## src/rtl/pc_redirect_unit.sv

```systemverilog
// -----------------------------------------------------------------------------
// pc_redirect_unit
//
// Fetch-side PC sequencer for a 5-stage MIPS pipeline with one branch delay
// slot. It issues one instruction-memory request at a time and holds the
// fetched word for the F/D register. It also evaluates the D-stage
// branch/jump decision and steers the fetch that follows the delay slot.
//
// Parameters:
//   RESET_PC     first fetch address after reset
//
// Ports:
//   clk, reset   rising-edge clock; asynchronous active-high reset
//   stall        hazard freeze of F/D (D does not accept while high)
//   br_valid     D holds a branch/jump (ignored while stall is high)
//   br_type      0 BEQ,1 BNE,2 BGTZ,3 BLEZ,4 BLTZ,5 BGEZ,6 J/JAL,7 JR/JALR
//   cmp_out      D-stage compare flag (eq / gtz / ltz depending on br_type)
//   pc_d         PC of the D-stage instruction
//   imm16        branch offset (words, sign-extended)
//   instr_index  J-format target field
//   rs_val       forwarded rs for JR/JALR
//   imem_req/imem_addr   registered fetch request, stable until imem_ack
//   imem_ack/imem_rdata  one-cycle data-valid pulse and instruction word
//   f_valid/instr_f/pc_f registered fetched instruction presented to D
//
// Optional feature (macro PC_ALIGN_CHECK_EN):
//   Adds output adel_f. A taken JR/JALR to a misaligned rs_val still
//   redirects, with target[1:0] forced to 0; adel_f is raised together with
//   f_valid of that redirected fetch and cleared when it is consumed.
// -----------------------------------------------------------------------------
module pc_redirect_unit #(
  parameter logic [31:0] RESET_PC = 32'h0000_3000
) (
  input  logic        clk,
  input  logic        reset,
  input  logic        stall,
  input  logic        br_valid,
  input  logic [2:0]  br_type,
  input  logic        cmp_out,
  input  logic [31:0] pc_d,
  input  logic [15:0] imm16,
  input  logic [25:0] instr_index,
  input  logic [31:0] rs_val,
  output logic        imem_req,
  output logic [31:0] imem_addr,
  input  logic        imem_ack,
  input  logic [31:0] imem_rdata,
  output logic        f_valid,
  output logic [31:0] instr_f,
  output logic [31:0] pc_f
`ifdef PC_ALIGN_CHECK_EN
  ,
  output logic        adel_f
`endif
);

  typedef enum logic {
    ST_ISSUE = 1'b0,  // request outstanding (or about to be issued)
    ST_HOLD  = 1'b1   // fetched word waiting for D to accept it
  } state_t;

  state_t      state_q, state_d;
  logic [31:0] fetch_pc_q, fetch_pc_d;
  logic        redir_pend_q, redir_pend_d;
  logic [31:0] redir_pc_q, redir_pc_d;
  logic        imem_req_q, imem_req_d;
  logic [31:0] imem_addr_q, imem_addr_d;
  logic        f_valid_q, f_valid_d;
  logic [31:0] instr_f_q, instr_f_d;
  logic [31:0] pc_f_q, pc_f_d;

  // ---------------------------------------------------------------------------
  // Branch decision and target
  // ---------------------------------------------------------------------------
  logic        cond_true;
  logic [31:0] pc_d_plus4;
  logic [31:0] raw_target;
  logic [31:0] br_target;
  logic        br_fire;

  // NOTE: every variable assigned in an always_comb gets a value on every
  // path (defaults first or a full case with default) so no latch is inferred.
  always_comb begin
    pc_d_plus4 = pc_d + 32'd4;

    // Even conditional types take the flag as-is, odd ones take its inverse.
    case (br_type)
      3'd0, 3'd2, 3'd4: cond_true = cmp_out;
      3'd1, 3'd3, 3'd5: cond_true = !cmp_out;
      default:          cond_true = 1'b1;
    endcase

    case (br_type)
      3'd6:    raw_target = {pc_d_plus4[31:28], instr_index, 2'b00};
      3'd7:    raw_target = rs_val;
      default: raw_target = pc_d_plus4 + {{14{imm16[15]}}, imm16, 2'b00};
    endcase
  end

  assign br_fire = br_valid && !stall && cond_true;

`ifdef PC_ALIGN_CHECK_EN
  logic jr_misaligned;
  logic fetch_adel_q, fetch_adel_d;  // flag travelling with the next request
  logic redir_adel_q, redir_adel_d;  // flag travelling with redir_pc_q
  logic adel_f_q, adel_f_d;

  assign jr_misaligned = (br_type == 3'd7) && (rs_val[1:0] != 2'b00);
  assign br_target     = jr_misaligned ? {raw_target[31:2], 2'b00} : raw_target;
`else
  assign br_target = raw_target;
`endif

  // ---------------------------------------------------------------------------
  // Next-state logic
  // ---------------------------------------------------------------------------
  always_comb begin
    state_d      = state_q;
    fetch_pc_d   = fetch_pc_q;
    redir_pend_d = redir_pend_q;
    redir_pc_d   = redir_pc_q;
    imem_req_d   = imem_req_q;
    imem_addr_d  = imem_addr_q;
    f_valid_d    = f_valid_q;
    instr_f_d    = instr_f_q;
    pc_f_d       = pc_f_q;
`ifdef PC_ALIGN_CHECK_EN
    fetch_adel_d = fetch_adel_q;
    redir_adel_d = redir_adel_q;
    adel_f_d     = adel_f_q;
`endif

    case (state_q)
      ST_ISSUE: begin
        // The delay slot is still in flight, so a taken event only arms the
        // redirect; the outstanding request is left untouched.
        if (br_fire) begin
          redir_pend_d = 1'b1;
          redir_pc_d   = br_target;
`ifdef PC_ALIGN_CHECK_EN
          redir_adel_d = jr_misaligned;
`endif
        end
        // An ack only counts once the request is actually on the bus; right
        // after reset the request register is still low for one cycle.
        if (imem_req_q && imem_ack) begin
          instr_f_d  = imem_rdata;
          pc_f_d     = fetch_pc_q;
          f_valid_d  = 1'b1;
          imem_req_d = 1'b0;
          state_d    = ST_HOLD;
`ifdef PC_ALIGN_CHECK_EN
          adel_f_d   = fetch_adel_q;
`endif
        end else begin
          imem_req_d  = 1'b1;
          imem_addr_d = fetch_pc_q;
        end
      end

      ST_HOLD: begin
        // imem_ack is ignored here: no request is outstanding.
        if (!stall) begin
          // A taken event in the consume cycle is for the instruction being
          // consumed (the delay slot), so it steers this very next fetch.
          if (br_fire) begin
            fetch_pc_d = br_target;
          end else if (redir_pend_q) begin
            fetch_pc_d = redir_pc_q;
          end else begin
            fetch_pc_d = pc_f_q + 32'd4;
          end
`ifdef PC_ALIGN_CHECK_EN
          if (br_fire) begin
            fetch_adel_d = jr_misaligned;
          end else if (redir_pend_q) begin
            fetch_adel_d = redir_adel_q;
          end else begin
            fetch_adel_d = 1'b0;
          end
          redir_adel_d = 1'b0;
          adel_f_d     = 1'b0;
`endif
          redir_pend_d = 1'b0;
          f_valid_d    = 1'b0;
          // Request goes out straight away to sustain one fetch per 2 cycles.
          imem_req_d   = 1'b1;
          imem_addr_d  = fetch_pc_d;
          state_d      = ST_ISSUE;
        end
      end

      default: state_d = ST_ISSUE;
    endcase
  end

  // ---------------------------------------------------------------------------
  // State registers
  // ---------------------------------------------------------------------------
  // NOTE: sequential state uses non-blocking assignments so every register
  // samples the pre-edge values, independent of statement order.
  always_ff @(posedge clk or posedge reset) begin
    if (reset) begin
      state_q      <= ST_ISSUE;
      fetch_pc_q   <= RESET_PC;
      redir_pend_q <= 1'b0;
      redir_pc_q   <= 32'h0;
      imem_req_q   <= 1'b0;
      imem_addr_q  <= 32'h0;
      f_valid_q    <= 1'b0;
      instr_f_q    <= 32'h0;
      pc_f_q       <= 32'h0;
`ifdef PC_ALIGN_CHECK_EN
      fetch_adel_q <= 1'b0;
      redir_adel_q <= 1'b0;
      adel_f_q     <= 1'b0;
`endif
    end else begin
      state_q      <= state_d;
      fetch_pc_q   <= fetch_pc_d;
      redir_pend_q <= redir_pend_d;
      redir_pc_q   <= redir_pc_d;
      imem_req_q   <= imem_req_d;
      imem_addr_q  <= imem_addr_d;
      f_valid_q    <= f_valid_d;
      instr_f_q    <= instr_f_d;
      pc_f_q       <= pc_f_d;
`ifdef PC_ALIGN_CHECK_EN
      fetch_adel_q <= fetch_adel_d;
      redir_adel_q <= redir_adel_d;
      adel_f_q     <= adel_f_d;
`endif
    end
  end

  assign imem_req  = imem_req_q;
  assign imem_addr = imem_addr_q;
  assign f_valid   = f_valid_q;
  assign instr_f   = instr_f_q;
  assign pc_f      = pc_f_q;
`ifdef PC_ALIGN_CHECK_EN
  assign adel_f    = adel_f_q;
`endif

endmodule
```

## config.mk

```make
export PLATFORM = sky130hd
export DESIGN_NAME = pc_redirect_unit
export DESIGN_NICKNAME = d
export VERILOG_FILES = /design/src/rtl/pc_redirect_unit.sv
export SDC_FILE = /design/constraint.sdc
export NUM_CORES = 1
export LEC_CHECK = 0
export ABC_CLOCK_PERIOD_IN_PS = 5600
export CORE_AREA = 2 2 155 157
export DETAILED_ROUTE_END_ITERATION = 10
export DIE_AREA = 0 0 157 159
export PLACE_DENSITY = 0.81
export SYNTH_ARGS = -nofsm -noshare
export SYNTH_HDL_FRONTEND = slang
export SYNTH_SLANG_ARGS = --single-unit
```

## constraint.sdc

```tcl
create_clock -name clk -period 5.6 [get_ports clk]
set_input_delay 1.12 -clock clk [delete_from_list [all_inputs] [get_ports clk]]
set_output_delay 1.12 -clock clk [all_outputs]
set_load 0.005 [all_outputs]
```

==> results of run 1 <==
worst max-delay path, cell delays in order:
cell	delay (ns)
clkdlybuf4s50_1	0.59
nand4_2	0.15
or4_4	0.61
nor3_1	0.36
nand3_1	0.14
xnor2_1	0.14
ha_1	0.39
a21oi_1	0.26
o21ai_0	0.21
a211o_1	0.33
a2bb2oi_1	0.14
o21ai_0	0.19
mux2i_1	0.17
a211oi_1	0.22
o21ai_0	0.12
power by group:
part / switching [mW] / internal (mW) / total, mW
registers: 0.428 / 1.74 / 2.17
clock network: 0.503 / 0.666 / 1.17
logic: 1.16 / 1.39 / 2.55
layer usage:
metal,share of wire,GRT usage,vias up
met5,0,0,-
met4,0.012,0.0567,0
met3,0.073,0.0433,26
met2,0.45,0.388,388
met1,0.46,0.357,4552
li1,-,-,4631
cells in the mapped netlist, types with 11 or more instances:
library cell  instances  area, um2
inv_1                23       86.3
nor3b_1              15        113
nor2_1               71        267
o211ai_1             12       90.1
a31oi_1              11       68.8
xor2_1               26        228
and3_1               15       93.8
mux2i_1              37        370
nand4_1              30        188
buf_1                12       45.0
a211oi_1             22        165
clkbuf_1             51        191
ha_1                 35        438
nand3_1              28        140
a21o_1               14        105
o21ai_0             113        566
a21oi_1              91        455
or3_1                11       68.8
xnor2_1              50        438
nand2_1             143        537
mux2_2               76        856
dfrtp_1             162       4050
how the worst max path moves through the flow:
| stage | start | end | slack, ns |
|---|---|---|---|
| detailed placement | pc_d[7] | imem_addr[30]$_DFFE_PP0P_ | 0.32 |
| global route | pc_d[4] | imem_addr[30]$_DFFE_PP0P_ | 0.32 |
| global placement | pc_d[2] | fetch_pc_q[29]$_DFFE_PP0P_ | 0.42 |
| floorplan | reset | f_valid$_DFFE_PP0P_ | 0.05 |
| finish | pc_d[7] | imem_addr[30]$_DFFE_PP0P_ | 0.72 |
| CTS | pc_d[7] | imem_addr[30]$_DFFE_PP0P_ | 0.76 |
stage by stage:
stage                     utilization  cells  hold WS (ns)
after floorplan                     -   1167         0.441
after global placement          0.572   1681         0.455
after detailed placement        0.572   1681         0.464
after CTS                       0.597   1713         0.481
after global routing            0.597   1713         0.492
final                           0.597   1713         0.476
sequential cells by signal, summed over array words and instances, names as in the netlist:
name,count
redir_pc_q,32
f_valid,1
redir_pend_q,1
pc_f,32
instr_f,32
imem_req,1
state_q,1
fetch_pc_q,32
imem_addr,32
kinds of logic after synthesis:
group	synth area share
and+or+nand+nor	0.170
AOI/OAI and AO/OA	0.179
DFF	0.390
muxes	0.116
buffers and inverters	0.0354
xor gates and xnor gates	0.0654
adders and majority gates	0.0435
cell type report:
type / count / area (um2) / share of cell area
timing repair buffer: 266 / 2600 / 0.188
clock buffer: 19 / 433 / 0.0313
sequential: 164 / 4110 / 0.297
multi-input combinational: 908 / 6060 / 0.438
inverter: 24 / 95.1 / 0.00687
tap: 319 / 399 / 0.0288
clock inverter: 13 / 149 / 0.0108
cell usage in the layout, fill, tap and decap left out, drive strengths merged, types with 3 or more instances in the layout:
| cell | instances |
|---|---|
| xnor2 | 50 |
| a41oi | 3 |
| clkinvlp | 3 |
| inv | 29 |
| nor2 | 71 |
| or3 | 11 |
| and2 | 10 |
| o21a | 9 |
| a211o | 3 |
| and3 | 15 |
| o211ai | 12 |
| dfrtp | 162 |
| nand2b | 4 |
| nor4 | 5 |
| buf | 23 |
| xor2 | 26 |
| nor3 | 10 |
| a31oi | 11 |
| a21o | 14 |
| o22ai | 3 |
| mux2 | 76 |
| ha | 35 |
| and4 | 6 |
| nand3 | 28 |
| o21bai | 4 |
| mux2i | 37 |
| a311oi | 5 |
| o21ai | 116 |
| clkbuf | 19 |
| a211oi | 22 |
| a21oi | 91 |
| nor3b | 15 |
| nand2 | 143 |
| nand4 | 31 |
| clkinv | 3 |
| a22oi | 3 |
| nor2b | 8 |
| or2 | 3 |
| clkdlybuf4s50 | 243 |
==> run_results.csv, run 1 <==
group,metric,value,unit
status,outcome,"complete, no violations",
global_route,grt_first_pass_wirelength,49200,um
floorplan,row_count,56,
cells_and_area,nets,1564,
clocking,htreeDepth,4,
clocking,cts_buffers,17,
floorplan,core_area,23200,um2
logic_synthesis,yosysWarnings,0,
timing,setup_violations,0,
cells_and_area,areaGrowthSynthToFinish,31.5,%
timing,rsz0062_at_grt,"no",
global_route,grt_pass1_vias,9268,
worst_setup_path,reg2reg_from,"state_q$_DFF_PP0_",
worst_hold_path,hold_start,"redir_pc_q[10]$_DFFE_PP0P_",
timing,layout_min_cycle_time,4.88,ns
routing,drcViolationCount,0,
worst_setup_path,timing.rr.end,"imem_addr[17]$_DFFE_PP0P_",
timing,slew_headroom,0.290,
timing,clock_skew,0.00788,ns
clocking,cts_setup_buffers,0,
worst_hold_path,hp-class,"flip-flop to flip-flop",
floorplan,die_y,159,um
logic_synthesis,synth.cell_area,10500,um2
clocking,post_cts_resized,0,
floorplan,pin_count,245,
floorplan,dieArea,25000,um2
place,portBuffers,244,
power_and_ir_drop,p_per_area,425,nW/um2
timing,worstMarginPinSlew,1.06,ns
timing,finalCritPeriodShare,0.872,
logic_synthesis,ys_types,67,
worst_setup_path,crit_fanout,8,
global_route,grtUsageTotal,0.247,
timing,fin_ws,0.718,ns
clocking,cts_tree,"built",
worst_setup_path,rrSetupSlack,2.47,ns
place,placed_cell_area,13300,um2
clocking,hold_buffers,0,
routing,drt-initial-drc-count,737,
worst_setup_path,cp.required,5.87,ns
clocking,clock_latency,0.43,ns
routing,vias,9597,
power_and_ir_drop,leakage,5.76,nW
timing,fin_setup_tns,0,ns
clocking,cts.sinks,164,
clocking,cts_buffer_depth,2,
cells_and_area,finalInstanceArea,13800,um2
worst_setup_path,cp-end-kind,"flip-flop",
timing,slew_violations,0,
clocking,cts_root_buf,"clkbuf_16",
power_and_ir_drop,p_total,5.89,mW
worst_setup_path,critPathLaunchType,"primary input",
job,max_cap_viol_count,0,
place,pre_cts_slack,0.324,ns
clocking,clkTransAtPathRegs,0.07,ns
worst_hold_path,holdPathStages,2,
cells_and_area,fill_cells,2013,
worst_setup_path,crit_arrival,5.16,ns
logic_synthesis,ys_ff_latch,164,
global_route,grt_max_degree,101,
worst_setup_path,crit_type,"primary input to flip-flop",
routing,routed_wl,31000,um
logic_synthesis,ys_seq_area_frac,0.390,
global_route,antenna_found_initial,0,
global_route,grt_overflow,0,
timing,fmax,205,MHz
routing,drt_first_pass_iters,5,
floorplan,die_x,157,um
logic_synthesis,netlist_instances,1167,
cells_and_area,drive_gt1_frac,0.105,
cells_and_area,n_antenna_cell,0,
logic_synthesis,synth_flop_cell,"dfrtp_1",
logic_synthesis,avgSynthCellArea,9.02,um2
worst_hold_path,min_to,"redir_pc_q[10]$_DFFE_PP0P_",
logic_synthesis,synthArstFlopShare,1.00,
logic_synthesis,synth_edf_count,0,
floorplan,initial_core_util,0.454,
routing,routed_via_density,5.60,
logic_synthesis,synth_nets,1350,
power_and_ir_drop,irDropWorstVdd,250,uV
routing,wl_per_cell,18.1,um
timing,finalHoldViolCount,0,
place,dpl.hpwl,23400,um
routing,ant_nets,0,
worst_setup_path,reg2reg_depth,7,
place,routabilityCongestion,0.898,
(Power assumes the default switching activity.)
==> inputs of run 2 (changes only) <==
Settings changed: SLEW_MARGIN set to 25.
==> run 2 against run 1 <==
  * Fmax grew 0.11%
  * Final cell count is the same
  * Die area is the same
  * Critical path depth is the same
  * First-iteration DRC count shrank 0.14%
  * Design area is essentially flat
  * Clock skew is essentially flat
  * Clock power is essentially flat
  * Sequential share of layout area is essentially flat
  * Flip-flop and latch count is the same
  * Non-clock buffer count is the same
  * Largest power group unchanged
==> run_results.csv, run 2 (synthesis gave the netlist of run 1 again) <==
group,metric,value,unit
timing,slew_violations,0,
power_and_ir_drop,p_switching,2.09,mW
power_and_ir_drop,sequentialPowerShare,0.368,
timing,fmax,205,MHz
cells_and_area,fill_cells,2012,
worst_setup_path,reg2reg_depth,7,
cells_and_area,finalInstanceArea,13800,um2
cells_and_area,most-common-layout-cells,"clkdlybuf4s50_1 (243), dfrtp_1 (162), nand2_1 (142)",
worst_setup_path,crit_fanout,8,
clocking,cts_tree,"built",
global_route,antenna_found_initial,0,
routing,vias,9607,
floorplan,die_x,157,um
cells_and_area,areaGrowthSynthToFinish,31.6,%
worst_setup_path,cp-end-kind,"flip-flop",
global_route,grt_pass1_vias,9268,
timing,fin_setup_tns,0,ns
place,pre_cts_slack,0.324,ns
cells_and_area,layout_commonest_cell,"clkdlybuf4s50_1",
power_and_ir_drop,p_per_area,425,nW/um2
place,dpl.hpwl,23400,um
worst_hold_path,min_to,"redir_pc_q[10]$_DFFE_PP0P_",
timing,setup_violations,0,
routing,drt_first_pass_iters,5,
place,placed_cell_area,13300,um2
worst_setup_path,rrSetupSlack,2.47,ns
timing,clock_skew,0.00785,ns
cells_and_area,nets,1564,
timing,layout_min_cycle_time,4.88,ns
clocking,cts_setup_buffers,0,
power_and_ir_drop,p_int,3.80,mW
floorplan,initial_core_util,0.454,
clocking,hold_buffers,0,
clocking,htreeDepth,4,
timing,rsz0062_at_grt,"no",
clocking,cts_buffer_depth,2,
place,portBuffers,244,
power_and_ir_drop,p_clk_frac,0.199,
routing,drcViolationCount,0,
clocking,cts_buffers,17,
timing,finalCritPeriodShare,0.871,
power_and_ir_drop,p_total,5.89,mW
cells_and_area,n_antenna_cell,0,
routing,routed_wl,31100,um
job,max_cap_viol_count,0,
cells_and_area,drive_gt1_frac,0.106,
timing,fin_ws,0.723,ns
floorplan,pin_count,245,
status,outcome,"complete, no violations",
power_and_ir_drop,swShare,0.355,
worst_setup_path,crit_type,"primary input to flip-flop",
routing,ant_nets,0,
worst_setup_path,reg2reg_from,"state_q$_DFF_PP0_",
routing,routed_via_density,5.61,
floorplan,die_y,159,um
worst_setup_path,critPathLaunchType,"primary input",
global_route,grt_first_pass_wirelength,49200,um
global_route,grt_max_degree,101,
clocking,cts_root_buf,"clkbuf_16",
global_route,grtUsageTotal,0.247,
worst_hold_path,holdPathStages,2,
worst_setup_path,timing.rr.end,"imem_addr[17]$_DFFE_PP0P_",
power_and_ir_drop,leakage,5.76,nW
clocking,post_cts_resized,0,
floorplan,row_count,56,
worst_hold_path,hp-class,"flip-flop to flip-flop",
place,routabilityCongestion,0.898,
timing,slew_headroom,0.346,
routing,drt-initial-drc-count,736,
routing,wl_per_cell,18.1,um
worst_setup_path,crit_arrival,5.15,ns
clocking,clock_latency,0.43,ns
global_route,grt_overflow,0,
cells_and_area,finalCoreUtilization,0.597,
power_and_ir_drop,irDropWorstVdd,250,uV
clocking,clkTransAtPathRegs,0.07,ns
power_and_ir_drop,combinationalPowerShare,0.434,
floorplan,core_area,23200,um2
timing,worstMarginPinSlew,0.981,ns
floorplan,dieArea,25000,um2
clocking,cts.sinks,164,
worst_hold_path,hold_start,"redir_pc_q[10]$_DFFE_PP0P_",
timing,finalHoldViolCount,0,
worst_setup_path,cp.required,5.88,ns
==> run 2: cell type report <==
type                            count  area (um2)  area share
Multi-Input combinational cell    908        6060       0.438
Sequential cell                   164        4110       0.297
Timing Repair Buffer              266        2600       0.188
Clock buffer                       19         433      0.0313
Tap cell                          319         399      0.0288
Clock inverter                     13         149      0.0108
Inverter                           24        95.1     0.00687
==> run 2: critical path, cell delays in order <==
cell and delay (ns):
clkdlybuf4s50_1 0.59, nand4_2 0.15, or4_4 0.61, nor3_1 0.36
nand3_1 0.14, xnor2_1 0.14, ha_1 0.39, a21oi_1 0.26
o21ai_0 0.21, a211o_1 0.33, a2bb2oi_1 0.14, o21ai_0 0.19
mux2i_1 0.17, a211oi_1 0.22, o21ai_0 0.12
==> run 2: how the worst max path moves through the flow <==
stage / start / depth (start not counted) / to
after floorplan: reset / 1 / f_valid$_DFFE_PP0P_
after CTS: pc_d[7] / 15 / imem_addr[30]$_DFFE_PP0P_
after global placement: pc_d[2] / 16 / fetch_pc_q[29]$_DFFE_PP0P_
after global routing: pc_d[4] / 15 / imem_addr[30]$_DFFE_PP0P_
final: pc_d[7] / 15 / imem_addr[30]$_DFFE_PP0P_
after detailed placement: pc_d[7] / 15 / imem_addr[30]$_DFFE_PP0P_
==> run 2: power groups by stage <==
stage / clock network (mW) / logic (mW) / registers, mW
finish: 1.17 / 2.55 / 2.17
global route: 1.23 / 2.82 / 2.24
detailed placement: 0 / 2.54 / 2.18
CTS: 1.18 / 2.56 / 2.16
global placement: 0 / 2.49 / 2.15
floorplan: 0 / 1.37 / 2.09
==> run 2: through the flow <==
step / cells / hold WS [ns]
after floorplan: 1167 / 0.441
after global placement: 1681 / 0.455
after detailed placement: 1681 / 0.464
after CTS: 1713 / 0.481
after global routing: 1713 / 0.492
final: 1713 / 0.477
==> run 2: layer usage <==
metal / up-vias / track usage / wire length [um]
met5: - / 0 / 0
met4: 0 / 0.0567 / 403
met3: 29 / 0.0433 / 2300
met2: 392 / 0.388 / 14000
met1: 4556 / 0.357 / 14300
li1: 4630 / - / -
